### config.mk
export PLATFORM = sky130hd
export DESIGN_NAME = iopage_bridge_flat
export DESIGN_NICKNAME = d
export VERILOG_FILES = /design/src/rtl/pdp11_iopage_pkg.sv /design/src/rtl/iopage_bridge_if.sv /design/src/rtl/iopage_select.sv /design/src/rtl/iopage_bridge.sv /design/src/flat_wrapper.sv
export SDC_FILE = /design/constraint.sdc
export NUM_CORES = 1
export LEC_CHECK = 0
export ABC_AREA = 1
export BUFFER_PORTS_ARGS = -buffer_cell sky130_fd_sc_hd__buf_2
export CAP_MARGIN = 20
export CORE_MARGIN = 2
export CORE_UTILIZATION = 45
export CTS_BUF_LIST = sky130_fd_sc_hd__clkbuf_2
export DETAILED_ROUTE_END_ITERATION = 8
export PLACE_DENSITY_LB_ADDON = 0.08
export SYNTH_ARGS = -nofsm -noshare
export SYNTH_HDL_FRONTEND = slang
export SYNTH_SLANG_ARGS = --single-unit
### constraint.sdc
create_clock -name clk -period 1.75 [get_ports clk]
set_input_delay 0 -clock clk [delete_from_list [all_inputs] [get_ports clk]]
set_output_delay 0 -clock clk [all_outputs]
set_load 0.05 [all_outputs]
### src/rtl/pdp11_iopage_pkg.sv
// Shared constants and types for the PDP-11 I/O-page bridge: page base,
// bridge state encoding and well-known device offsets.
package pdp11_iopage_pkg;

  localparam logic [8:0]  IOPAGE_BASE = 9'o777;

  localparam logic [12:0] OFF_BOOTROM = 13'o13000;
  localparam logic [12:0] OFF_TTY     = 13'o17560;
  localparam logic [12:0] OFF_RK      = 13'o17400;

  typedef enum logic [1:0] {
    ST_IDLE    = 2'd0,
    ST_ACCESS  = 2'd1,
    ST_RELEASE = 2'd2
  } state_t;

  function automatic logic is_iopage(input logic [21:0] addr);
    return addr[21:13] == IOPAGE_BASE;
  endfunction

endpackage

### src/rtl/iopage_bridge_if.sv
// CPU-side request port of the I/O-page bridge.
//
// Handshake: the master raises bus_req with address/control/data stable and
// holds it until it sees a one-cycle bus_ack or bus_nxm pulse; bus_data_out is
// valid in the bus_ack cycle. The master must drop bus_req before a new cycle
// can start; a request that stays high after completion is not re-served.
interface iopage_bridge_if;
  logic [21:0] bus_addr;
  logic        bus_req;
  logic        bus_wr;
  logic        bus_byte_op;
  logic [15:0] bus_data_in;
  logic [15:0] bus_data_out;
  logic        bus_ack;
  logic        bus_nxm;

  modport master (
    output bus_addr, bus_req, bus_wr, bus_byte_op, bus_data_in,
    input  bus_data_out, bus_ack, bus_nxm
  );

  modport slave (
    input  bus_addr, bus_req, bus_wr, bus_byte_op, bus_data_in,
    output bus_data_out, bus_ack, bus_nxm
  );
endinterface

### src/rtl/iopage_select.sv
// Priority select over the device decode lines: the lowest-index asserting
// slot wins; multi_hit flags more than one decode at once.
module iopage_select #(
  parameter int NDEV = 4
) (
  input  logic [NDEV-1:0]    dev_decode,
  input  logic [16*NDEV-1:0] dev_data,
  output logic               sel_valid,
  output logic [15:0]        sel_data,
  output logic               multi_hit
);

  always_comb begin
    sel_valid = 1'b0;
    sel_data  = '0;
    // Scan downward so the lowest index is the last (winning) assignment.
    for (int i = NDEV - 1; i >= 0; i--) begin
      if (dev_decode[i]) begin
        sel_valid = 1'b1;
        sel_data  = dev_data[16*i +: 16];
      end
    end
    multi_hit = |(dev_decode & (dev_decode - NDEV'(1)));
  end

endmodule

### src/rtl/iopage_bridge.sv
// Bridge from the CPU request port to the I/O-page device strobes.
// Build option: IOPAGE_NXM_EN enables the no-decode timeout and bus_nxm abort.
module iopage_bridge
  import pdp11_iopage_pkg::*;
#(
  parameter int NDEV          = 4,
  parameter int ACCESS_CYCLES = 2,
  parameter int TIMEOUT       = 16
) (
  input  logic               clk,
  input  logic               reset,
  iopage_bridge_if.slave     bus,
  output logic [12:0]        iopage_addr,
  output logic               iopage_rd,
  output logic               iopage_wr,
  output logic               iopage_byte_op,
  output logic [15:0]        data_in,
  input  logic [NDEV-1:0]    dev_decode,
  input  logic [16*NDEV-1:0] dev_data,
  output logic               conflict,
  output state_t             state_dbg
);

  localparam int CNT_MAX = (TIMEOUT > ACCESS_CYCLES) ? TIMEOUT : ACCESS_CYCLES;
  localparam int CW      = $clog2(CNT_MAX + 1);
  localparam logic [CW-1:0] CAP_CNT = CW'(ACCESS_CYCLES - 1);
`ifdef IOPAGE_NXM_EN
  localparam logic [CW-1:0] TO_CNT  = CW'(TIMEOUT - 1);
`endif

  state_t      state_q, state_d;
  logic [CW-1:0] cnt_q, cnt_d;
  logic [12:0] addr_q, addr_d;
  logic        wr_q, wr_d;
  logic        byte_q, byte_d;
  logic [15:0] wdata_q, wdata_d;
  logic [15:0] rdata_q, rdata_d;
  logic        ack_q, ack_d;
  logic        nxm_q, nxm_d;
  logic        conflict_q, conflict_d;

  logic        sel_valid;
  logic [15:0] sel_data;
  logic        multi_hit;
  logic        start;
  logic        capture;
  logic        timeout;

  iopage_select #(.NDEV(NDEV)) u_select (
    .dev_decode (dev_decode),
    .dev_data   (dev_data),
    .sel_valid  (sel_valid),
    .sel_data   (sel_data),
    .multi_hit  (multi_hit)
  );

  always_comb begin
    start = (state_q == ST_IDLE) && bus.bus_req && is_iopage(bus.bus_addr);
`ifdef IOPAGE_NXM_EN
    capture = (state_q == ST_ACCESS) && sel_valid && (cnt_q >= CAP_CNT);
    timeout = (state_q == ST_ACCESS) && !sel_valid && (cnt_q >= TO_CNT);
`else
    // Without a timeout an undecoded access completes as a floating-bus zero.
    capture = (state_q == ST_ACCESS) && (cnt_q >= CAP_CNT);
    timeout = 1'b0;
`endif
  end

  // Next-state process.
  always_comb begin
    state_d = state_q;
    case (state_q)
      ST_IDLE:    if (start) state_d = ST_ACCESS;
      ST_ACCESS:  if (capture || timeout) state_d = ST_RELEASE;
      ST_RELEASE: if (!bus.bus_req) state_d = ST_IDLE;
      default:    state_d = ST_IDLE;
    endcase
  end

  // Datapath and registered-output next values.
  always_comb begin
    addr_d     = addr_q;
    wr_d       = wr_q;
    byte_d     = byte_q;
    wdata_d    = wdata_q;
    rdata_d    = rdata_q;
    cnt_d      = '0;
    ack_d      = capture;
    nxm_d      = timeout;
    conflict_d = conflict_q | (capture && multi_hit);
    if (start) begin
      addr_d  = bus.bus_addr[12:0];
      wr_d    = bus.bus_wr;
      byte_d  = bus.bus_byte_op;
      wdata_d = bus.bus_data_in;
    end
    if (state_q == ST_ACCESS && !capture && !timeout) cnt_d = cnt_q + CW'(1);
    if (capture) rdata_d = (!wr_q && sel_valid) ? sel_data : 16'h0000;
  end

  always_ff @(posedge clk) begin
    if (!reset) begin
      state_q    <= ST_IDLE;
      cnt_q      <= '0;
      addr_q     <= '0;
      wr_q       <= 1'b0;
      byte_q     <= 1'b0;
      wdata_q    <= '0;
      rdata_q    <= '0;
      ack_q      <= 1'b0;
      nxm_q      <= 1'b0;
      conflict_q <= 1'b0;
    end else begin
      state_q    <= state_d;
      cnt_q      <= cnt_d;
      addr_q     <= addr_d;
      wr_q       <= wr_d;
      byte_q     <= byte_d;
      wdata_q    <= wdata_d;
      rdata_q    <= rdata_d;
      ack_q      <= ack_d;
      nxm_q      <= nxm_d;
      conflict_q <= conflict_d;
    end
  end

  // Output process: strobes follow the state so they drop on the same edge.
  always_comb begin
    iopage_rd        = (state_q == ST_ACCESS) && !wr_q;
    iopage_wr        = (state_q == ST_ACCESS) && wr_q;
    iopage_byte_op   = (state_q == ST_ACCESS) && byte_q;
    iopage_addr      = addr_q;
    data_in          = wdata_q;
    bus.bus_data_out = rdata_q;
    bus.bus_ack      = ack_q;
    bus.bus_nxm      = nxm_q;
    conflict         = conflict_q;
    state_dbg        = state_q;
  end

endmodule

### src/flat_wrapper.sv
// flat-port wrapper written by rule: the top's interface ports become plain ports
module iopage_bridge_flat import pdp11_iopage_pkg::*;
#(
  parameter int NDEV          = 4,
  parameter int ACCESS_CYCLES = 2,
  parameter int TIMEOUT       = 16
)
  (clk, reset, iopage_addr, iopage_rd, iopage_wr, iopage_byte_op, data_in, dev_decode, dev_data, conflict, state_dbg, bus_bus_addr, bus_bus_req, bus_bus_wr, bus_bus_byte_op, bus_bus_data_in, bus_bus_data_out, bus_bus_ack, bus_bus_nxm);
  iopage_bridge_if bus_i ();
  input  logic clk;
  input  logic reset;
  output logic [12:0] iopage_addr;
  output logic iopage_rd;
  output logic iopage_wr;
  output logic iopage_byte_op;
  output logic [15:0] data_in;
  input  logic [NDEV-1:0] dev_decode;
  input  logic [16*NDEV-1:0] dev_data;
  output logic conflict;
  output state_t state_dbg;
  input wire logic [$bits(bus_i.bus_addr)-1:0] bus_bus_addr;
  input wire logic [$bits(bus_i.bus_req)-1:0] bus_bus_req;
  input wire logic [$bits(bus_i.bus_wr)-1:0] bus_bus_wr;
  input wire logic [$bits(bus_i.bus_byte_op)-1:0] bus_bus_byte_op;
  input wire logic [$bits(bus_i.bus_data_in)-1:0] bus_bus_data_in;
  output wire logic [$bits(bus_i.bus_data_out)-1:0] bus_bus_data_out;
  output wire logic [$bits(bus_i.bus_ack)-1:0] bus_bus_ack;
  output wire logic [$bits(bus_i.bus_nxm)-1:0] bus_bus_nxm;
  assign bus_i.bus_addr = bus_bus_addr;
  assign bus_i.bus_req = bus_bus_req;
  assign bus_i.bus_wr = bus_bus_wr;
  assign bus_i.bus_byte_op = bus_bus_byte_op;
  assign bus_i.bus_data_in = bus_bus_data_in;
  assign bus_bus_data_out = bus_i.bus_data_out;
  assign bus_bus_ack = bus_i.bus_ack;
  assign bus_bus_nxm = bus_i.bus_nxm;
  iopage_bridge #(.NDEV(NDEV), .ACCESS_CYCLES(ACCESS_CYCLES), .TIMEOUT(TIMEOUT)) u_core (.clk(clk), .reset(reset), .bus(bus_i), .iopage_addr(iopage_addr), .iopage_rd(iopage_rd), .iopage_wr(iopage_wr), .iopage_byte_op(iopage_byte_op), .data_in(data_in), .dev_decode(dev_decode), .dev_data(dev_data), .conflict(conflict), .state_dbg(state_dbg));
endmodule
==> results of run 1 <==
-- cell type report --
cell class / count / area share (%)
multi-input combinational: 325 / 32.96
tap: 80 / 2.111
clock buffer: 6 / 0.6332
sequential: 56 / 23.64
clock inverter: 2 / 0.8179
inverter: 54 / 4.327
timing repair buffer: 248 / 35.51
-- logic make-up after synthesis --
family,synth area share (%)
AND/OR/NAND/NOR,42.18
XOR/XNOR,0.2853
buffers and inverters,12.84
adder cells (fa/ha/maj),0.8149
other,0.1221
AO/OA/AOI/OAI,7.253
flip-flops,36.51
-- sequential cells by signal (all words and copies together), names as in the netlist --
name and count:
u_core.bus.bus_data_out 16, u_core.data_in 16, u_core.iopage_addr 13, u_core.cnt_q 5
u_core.state_dbg 2, u_core.bus.bus_ack 1, u_core.byte_q 1, u_core.conflict 1
u_core.wr_q 1
-- routing by layer --
metal / up-vias / share of wire (%)
li1: 1840 / -
met1: 1592 / 40
met2: 169 / 50
met3: 48 / 6.3
met4: 0 / 4.4
met5: - / 0
-- Yosys cell counts (2+ instances only) --
master | count | area [um^2]
buf_2 | 9 | 45.04
buf_4 | 8 | 60.06
a21oi_2 | 10 | 87.58
or2_2 | 16 | 100.1
nand2_1 | 135 | 506.7
a21oi_1 | 24 | 120.1
nand3_2 | 10 | 100.1
dfxtp_1 | 56 | 1121
nor2_2 | 13 | 81.33
o21ai_0 | 2 | 10.01
nand2_2 | 15 | 93.84
clkbuf_1 | 4 | 15.01
ha_1 | 2 | 25.02
nor2_1 | 63 | 236.5
buf_6 | 3 | 33.78
inv_1 | 51 | 191.4
nand3_1 | 25 | 125.1
-- power by group --
group / switching [mW] / internal, mW
Sequential: 0.00126 / 1.28
Combinational: 0.203 / 0.267
Clock: 0.421 / 0.253
-- cell usage in the layout (no fill, tap or decap), drive strengths merged --
cell type | Yosys | routed
nand2 | 151 | 151
and3 | 1 | 1
clkbuf | 4 | 6
dlygate4sd3 | 0 | 81
ha | 2 | 2
nand3b | 1 | 1
bufinv | 0 | 1
inv | 53 | 54
nand4 | 1 | 1
nor2 | 77 | 77
clkinv | 1 | 1
or2 | 16 | 16
xnor2 | 1 | 1
nand3 | 35 | 35
a21oi | 34 | 34
buf | 22 | 167
o21ai | 3 | 3
dfxtp | 56 | 56
conb | 1 | 3
-- per-stage QoR --
step / total power, mW / std cells / setup slack, ps / instance area [um^2] / util, %
floorplan: 1.475 / 461 / 70.02 / 3078 / -
global placement: 1.618 / 680 / 312.6 / 3835 / 57.40
detailed placement: 1.618 / 680 / 236.4 / 3835 / 57.40
CTS: 2.440 / 769 / 174.7 / 4715 / 70.56
global route: 2.545 / 771 / 8.319 / 4742 / 70.97
finish: 2.431 / 771 / 86.04 / 4742 / 70.97
-- path summary, 6_finish.rpt --
path | endpoint | slack [ps]
min | u_core.bus.bus_data_out[12]$_SDFFE_PN0P_ | 10
max | u_core.data_in[1]$_SDFFE_PN0P_ | 90
max reg2reg | u_core.bus.bus_data_out[1]$_SDFFE_PN0P_ | 200
min reg2reg | u_core.conflict$_SDFF_PN0_ | 490
-- critical path: cells and delay by family --
kind | cells | cell delay (ps)
simple gates | 6 | 490
buf+inv | 4 | 1520
-- repair_timing --
action | 4_1_cts | 5_1_grt
setup endpoints to repair | 0 | 1
buffers inserted | 0 | 2
endpoints found under the hold margin | 52 | 0
hold buffers | 81 | 0
==> impl_metrics.tcl, run 1 <==
set metrics [dict create \
    fmaxAchievable_mhz 601.0 \
    drv_cap 0 \
    critPathKind "in -> reg" \
    finalSetupViolations 0 \
    use_met3_pct 5.619 \
    syn_inst 459 \
    cp_cell_sequence "dlygate4sd3_1 -> buf_2 -> nand2_1 -> dlygate4sd3_1 -> nor2_1 -> nand3b_1 -> buf_12 -> nand2_1 -> nand2_1 -> nor2_1" \
    cp_slowest_stage_delay_ps 550 \
    final_max_slew_viol_count 0 \
    clock_latency_ps 450 \
    r2r_start "u_core.cnt_q[0]$_SDFF_PN0_" \
    syn-cell-area_um2 3070 \
    vias 3649 \
    root_buffer "clkbuf_2" \
    syn2layout_area_growth_pct 54.44 \
    seq_area_um2 1121 \
    grt_pass1_vias 3483 \
    die_h_um 86.60 \
    portBuffers 162 \
    p_per_area_nw_per_um2 512.7 \
    finalHoldViolCount 0 \
    drc_errors 0 \
    top_usage_layer "met2" \
    grt_usage_pct 24.86 \
    grt_overflow 0 \
    synth-edff-count 0 \
    fin_crit_ps 1664 \
    skew_ps 22.16 \
    grtUsageMet2_pct 44.69 \
    drtIter0Drc 145 \
    wirelength_um 9340 \
    routabilityCongestion 0.8353 \
    drive_gt1_share_pct 35.17 \
    finalCritPeriodShare_pct 95.08 \
    rows 30 \
    synth.distinct_cells 30 \
    crit_start "bus_bus_addr[14]" \
    die_w_um 86.60 \
    initial_core_util_pct 45.96 \
    cts_resized 0 \
    rsz0062_at_grt "false" \
    clk_pin_slew_ps 270 \
    path_common_cell "nand2_1" \
    tns_ps 0 \
    grtUsageMet1_pct 26.99 \
    hold_path_startpoint "dev_data[60]" \
    drtAntennaViolNets 0 \
    avgSynthCellArea_um2 6.689 \
    hold_path_depth 7 \
    multi_input_area_um2 1563 \
    drt-pass1-iter-count 5 \
    r2r_cells 8 \
    cts_tree "yes" \
    nFillCells 586 \
    yosysWarningCount 0 \
    p_leak_nw 2.512 \
    worstPathMaxFanout 62 \
    nets 803 \
    ys_seq_area_share_pct 36.51 \
    endpoint_kind "register" \
    ir_drop_uv 386.4 \
    synthFlopType "dfxtp_1" \
    clk_path_buf_depth 2 \
    clock-sinks 56 \
    ys_ff_latch 56 \
    grt_pass1_wl_um 14990 \
    critPathArrivalTime_ps 2040 \
    diodes 0 \
    worst_ep_required_time_ps 2120 \
    dp_hpwl_um 5830 \
    hold_slack_ps 12.27 \
    coreArea_um2 6681 \
    status "finished, final reports clean" \
    grt_max_degree 63 \
    vias_per_cell 4.733 \
    hold_path.class "in -> reg" \
    htreeDepth 2 \
    critPathLaunchType "input port" \
    wire_per_inst_um 12.11 \
    io_pins 164 \
    async_reset_ff_share_pct 0 \
    cts_buffers 5 \
    die_area_um2 7500 \
    antenna_found_initial 0 \
    worst_path_max_delay_cell "dlygate4sd3_1" \
]
Note: power is estimated with default switching activity, not from simulation.
==> inputs of run 2 (changes only) <==
--- a/config.mk
+++ b/config.mk
@@ -12,7 +12,9 @@
 export CORE_UTILIZATION = 45
 export CTS_BUF_LIST = sky130_fd_sc_hd__clkbuf_2
 export DETAILED_ROUTE_END_ITERATION = 8
+export MAX_ROUTING_LAYER = met4
 export PLACE_DENSITY_LB_ADDON = 0.08
+export SKIP_CTS_REPAIR_TIMING = 1
 export SYNTH_ARGS = -nofsm -noshare
 export SYNTH_HDL_FRONTEND = slang
 export SYNTH_SLANG_ARGS = --single-unit
==> constraint.sdc (replaced) <==
create_clock -name clk -period 1.75 [get_ports clk]
set_input_delay 0.0875 -clock clk [delete_from_list [all_inputs] [get_ports clk]]
set_output_delay 0.0875 -clock clk [all_outputs]
set_load 0.05 [all_outputs]
==> run 2 against run 1 <==
- sequential cell count did not move
- largest power group unchanged
- largest cell class is now multi-input gates
- total power is 6.2% lower
- sequential power hardly changed
- highest routed layer unchanged
==> impl_metrics.tcl, run 2 (synthesized netlist as in run 1, its figures left out) <==
set metrics [dict create \
    drtIter0Drc 173 \
    p_sw_share_pct 28.38 \
    final_core_util_pct 66.80 \
    grt_pass1_vias 2827 \
    final_common_cell "buf_2" \
    total_power_mw 2.280 \
    rows 30 \
    cp_slowest_stage_delay_ps 400 \
    nFillCells 644 \
    portBuffers 162 \
    wirelength_um 8681 \
    timing.final.ws_setup_ps 100.7 \
    dp_hpwl_um 5808 \
    cts_tree "yes" \
    pre_cts_ws_ps 255.0 \
    clk_path_buf_depth 2 \
    critPathKind "reg -> out" \
    finalInstanceArea_um2 4463 \
    worst_ep_required_time_ps 1660 \
    finalSetupViolations 0 \
    cp_cell_sequence "inv_1 -> nor2_2 -> inv_1 -> nor2_1 -> buf_2" \
    grt_max_degree 62 \
    pwr-share-seq_pct 56.5 \
    grt_usage_pct 20.55 \
    final_cells 745 \
    antenna_found_initial 0 \
    initial_core_util_pct 45.96 \
    p_per_area_nw_per_um2 510.8 \
    cts_buffers 5 \
    coreArea_um2 6681 \
    routabilityCongestion 0.8664 \
    drtAntennaViolNets 0 \
    ir_drop_uv 313.1 \
    finalCritPeriodShare_pct 94.24 \
    clk_pin_slew_ps 340 \
    grt_overflow 0 \
    worstPathMaxFanout 4 \
    io_pins 164 \
    die_h_um 86.60 \
    critPathArrivalTime_ps 1560 \
    drive_gt1_share_pct 36.54 \
    status "finished, final reports clean" \
    htreeDepth 2 \
    drc_errors 0 \
    internal-power_mw 1.633 \
    placed_cells 680 \
    skew_ps 54.47 \
    die_w_um 86.60 \
    drt-pass1-iter-count 4 \
    final_max_slew_viol_count 0 \
    nets 777 \
    final_cell_mix "buf_2 (160), nand2_1 (135), nor2_1 (63), dlygate4sd3_1 (56), dfxtp_1 (55)" \
    syn2layout_area_growth_pct 45.35 \
    die_area_um2 7500 \
    comb_power_share_pct 18.1 \
    root_buffer "clkbuf_2" \
    vias_per_cell 4.554 \
    finalHoldViolCount 0 \
    endpoint_kind "primary output" \
    grt_pass1_wl_um 12100 \
    diodes 0 \
    drv_cap 0 \
    clock_latency_ps 500 \
    critPathLaunchType "register" \
    rsz0062_at_grt "false" \
    place_area_um2 3835 \
    wire_per_inst_um 11.65 \
    path_common_cell "inv_1" \
    clock-sinks 56 \
    hold_path.class "in -> reg" \
    fmaxAchievable_mhz 606.3 \
    pwr-share-clk_pct 25.4 \
    p_leak_nw 2.411 \
    vias 3393 \
    switchingPower_mw 0.6471 \
    fin_crit_ps 1649 \
    worst_path_max_delay_cell "dfxtp_2" \
]
==> run 2: critical path, delay by kind of cell (launching register included) <==
family / cells / cell delay, ps
AND/OR/NAND/NOR: 2 / 240
flip-flops: 1 / 400
buffers and inverters: 3 / 440
==> run 2: layout make-up <==
type / instances / area (um^2) / area share (%)
Sequential cell: 56 / 1122 / 25.15
Tap cell: 80 / 100.1 / 2.243
Clock inverter: 3 / 28.78 / 0.6448
Timing Repair Buffer: 222 / 1419 / 31.79
Multi-Input combinational cell: 325 / 1563 / 35.02
Clock buffer: 5 / 25.02 / 0.5607
Inverter: 54 / 205.2 / 4.598
==> run 2: metal layers <==
| metal | vias to the layer above | wire (um) | track usage [%] |
|---|---|---|---|
| li1 | 1785 | - | - |
| met1 | 1472 | 3623 | 24.13 |
| met2 | 115 | 4405 | 35.94 |
| met3 | 21 | 427 | 3.429 |
| met4 | 0 | 225 | 6.250 |
| met5 | - | 0 | - |
==> run 2: power groups by stage <==
stage | clock network, mW | registers, mW | logic, mW
2_1_floorplan | 0 | 1.31 | 0.164
3_3_place_gp | 0 | 1.31 | 0.310
3_5_place_dp | 0 | 1.31 | 0.308
4_1_cts | 0.596 | 1.29 | 0.310
5_1_grt | 0.645 | 1.29 | 0.457
6_report | 0.580 | 1.29 | 0.413
==> run 2: metrics by stage <==
step / hold WS, ps / setup TNS (ps)
3_5_place_dp: 314.9 / 0
5_1_grt: 5.826 / 0
3_3_place_gp: 309.0 / 0
6_report: 13.28 / 0
2_1_floorplan: 222.4 / -52.45
4_1_cts: -234.9 / -7.855
==> run 2: worst paths after layout <==
path                                                       start                                       to  slack, ps  cells after the start
worst min register to register        u_core.conflict$_SDFF_PN0_               u_core.conflict$_SDFF_PN0_        470                      2
worst max-delay path            u_core.state_dbg[0]$_SDFFE_PN0P_                           iopage_byte_op        100                      5
worst min-delay path                                dev_data[32]  u_core.bus.bus_data_out[0]$_SDFFE_PN0P_         10                      7
worst max register to register        u_core.cnt_q[0]$_SDFF_PN0_  u_core.bus.bus_data_out[7]$_SDFFE_PN0P_        170                      7
==> inputs of run 3 (changes only) <==
--- a/config.mk
+++ b/config.mk
@@ -14,6 +14,7 @@
 export DETAILED_ROUTE_END_ITERATION = 8
 export MAX_ROUTING_LAYER = met4
 export PLACE_DENSITY_LB_ADDON = 0.08
+export RECOVER_POWER = 100
 export SKIP_CTS_REPAIR_TIMING = 1
 export SYNTH_ARGS = -nofsm -noshare
 export SYNTH_HDL_FRONTEND = slang
==> run 3 against run 2 <==
- count of clock-buffer cells in the layout stayed put
- worst hold slack worse by 5.8 ps
- design area is 3.2% lower
- non-clock buffer count stayed put
- cell count stayed put
- sequential cell count stayed put
==> impl_metrics.tcl, run 3 (synthesized netlist as in run 1, its figures left out) <==
set metrics [dict create \
    r2r_cells 7 \
    dp_hpwl_um 5808 \
    initial_core_util_pct 45.96 \
    worst_ep_required_time_ps 1660 \
    antenna_found_initial 0 \
    cp_cell_sequence "inv_1 -> nor2_2 -> inv_1 -> nor2_1 -> buf_2" \
    endpoint_kind "primary output" \
    drive_gt1_share_pct 26.32 \
    placed_cells 680 \
    p_sw_share_pct 28.28 \
    pre_cts_ws_ps 255.0 \
    rows 30 \
    ir_drop_uv 310.8 \
    wirelength_um 8653 \
    critPathTopFamily "buffers and inverters" \
    drc_errors 0 \
    skew_ps 61.55 \
    critPathArrivalTime_ps 1550 \
    drtIter0Drc 151 \
    vias 3405 \
    worstMarginPinSlew_ps 650.6 \
    htreeDepth 2 \
    drt-pass1-iter-count 4 \
    slew_headroom_pct 56.81 \
    wl_met2_um 4346 \
    finalSetupViolations 0 \
    crit_cells 5 \
    final_common_cell "nand2_1" \
    final_cell_mix "nand2_1 (143), buf_2 (111), nor2_1 (64), dlygate4sd3_1 (56), dfxtp_1 (55)" \
    wire_per_inst_um 11.61 \
    final_max_slew_viol_count 0 \
    hold_slack_ps 7.505 \
    clock-sinks 56 \
    clk_pin_slew_ps 300 \
    finalCritPeriodShare_pct 93.85 \
    tns_ps 0 \
    die_area_um2 7500 \
    die_h_um 86.60 \
    routabilityCongestion 0.8664 \
    clk_path_buf_depth 2 \
    drv_cap 0 \
    wl_met1_um 3553 \
    hold_path.class "in -> reg" \
    drtAntennaViolNets 0 \
    r2r_start "u_core.cnt_q[0]$_SDFF_PN0_" \
    critPathKind "reg -> out" \
    cts_tree "yes" \
    reg2reg_to "u_core.bus.bus_data_out[7]$_SDFFE_PN0P_" \
    rrSetupSlack_ps 170 \
    pwr-share-seq_pct 56.6 \
    finalHoldViolCount 0 \
    rsz0062_at_grt "false" \
    syn2layout_area_growth_pct 40.75 \
    worst-path-buf-inv 3 \
    cp_slowest_stage_delay_ps 400 \
    crit_start "u_core.state_dbg[0]$_SDFFE_PN0P_" \
    grt_usage_pct 20.55 \
    root_buffer "clkbuf_2" \
    status "finished, final reports clean" \
    comb_power_share_pct 17.9 \
    final_cells 745 \
    internal-power_mw 1.632 \
    fmaxAchievable_mhz 608.9 \
    switchingPower_mw 0.6436 \
    portBuffers 162 \
    die_w_um 86.60 \
    critPathLaunchType "register" \
    nets 777 \
    highest-signal-layer "met4" \
    clock_latency_ps 500 \
    path_common_cell "inv_1" \
    cts_buffers 5 \
    io_pins 164 \
    pwr-share-clk_pct 25.5 \
    coreArea_um2 6681 \
    fin_crit_ps 1642 \
    worstSetupEndpoint "iopage_byte_op" \
    grt_pass1_vias 2827 \
    vias_per_cell 4.570 \
    worstPathMaxFanout 4 \
    final_core_util_pct 64.68 \
    p_leak_nw 2.187 \
    grt_max_degree 62 \
    timing.final.ws_setup_ps 107.6 \
    met3WireLength_um 507 \
    grt_overflow 0 \
    worst_path_max_delay_cell "dfxtp_2" \
    p_per_area_nw_per_um2 526.6 \
    diodes 0 \
    grt_pass1_wl_um 12100 \
]
## run 3: cell count changes in the layout (fill, tap and decap cells not counted)
cell and delta:
buf_12 -1, nor2_2 -1, buf_4 -1, buf_6 +1, buf_2 -49, nand3_1 +9
nand2_2 -8, nand3_2 -9, nor2_1 +1, clkbuf_1 +50, o21ai_0 +1, nand2_1 +8
o21ai_1 -1
## run 3: layout make-up
class / count / area, um^2
clock buffers: 5 / 25.02
clock inverters: 3 / 28.78
fillers: 676 / 2360
inverters: 54 / 205.2
multi-input cells: 325 / 1495
flip-flops and latches: 56 / 1122
well taps: 80 / 100.1
repair buffers: 222 / 1345
## run 3: worst min path at each step
| stage | from | slack, ps | end | cells past startpoint |
|---|---|---|---|---|
| final | bus_bus_addr[14] | 8 | u_core.state_dbg[0]$_SDFFE_PN0P_ | 5 |
| after floorplan | bus_bus_data_in[10] | 220 | u_core.data_in[10]$_SDFFE_PN0P_ | 2 |
| after global placement | bus_bus_addr[4] | 310 | u_core.iopage_addr[4]$_SDFFE_PN0P_ | 3 |
| after CTS | bus_bus_addr[9] | -230 | u_core.iopage_addr[9]$_SDFFE_PN0P_ | 3 |
| after global routing | bus_bus_addr[14] | -3 | u_core.state_dbg[0]$_SDFFE_PN0P_ | 5 |
| after detailed placement | bus_bus_data_in[5] | 310 | u_core.data_in[5]$_SDFFE_PN0P_ | 3 |
## run 3: stage by stage
| stage | cell area [um^2] | power, mW |
|---|---|---|
| finish | 4322 | 2.276 |
| global route | 4322 | 2.386 |
| CTS | 3889 | 2.193 |
| detailed placement | 3835 | 1.615 |
| global placement | 3835 | 1.618 |
| floorplan | 3078 | 1.475 |
## run 3: per-layer routing
metal	vias to the layer above	global-route usage, %
met3	25	3.429
met4	0	6.250
met2	130	35.94
met1	1462	24.13
li1	1788	-
met5	-	-
## run 3: power by group through the flow
stage / Combinational [mW] / Clock (mW) / Sequential [mW]
after floorplan: 0.164 / 0 / 1.31
after global placement: 0.310 / 0 / 1.31
after detailed placement: 0.308 / 0 / 1.31
after CTS: 0.310 / 0.596 / 1.29
after global routing: 0.451 / 0.645 / 1.29
final: 0.408 / 0.580 / 1.29
## run 3: worst register-to-register path: cells and delay by family (launching register included)
kind	cells	cell delay, ps
AO/OA/AOI/OAI	1	130
adder cells (fa/ha/maj)	1	160
flip-flops	1	450
AND/OR/NAND/NOR	5	740
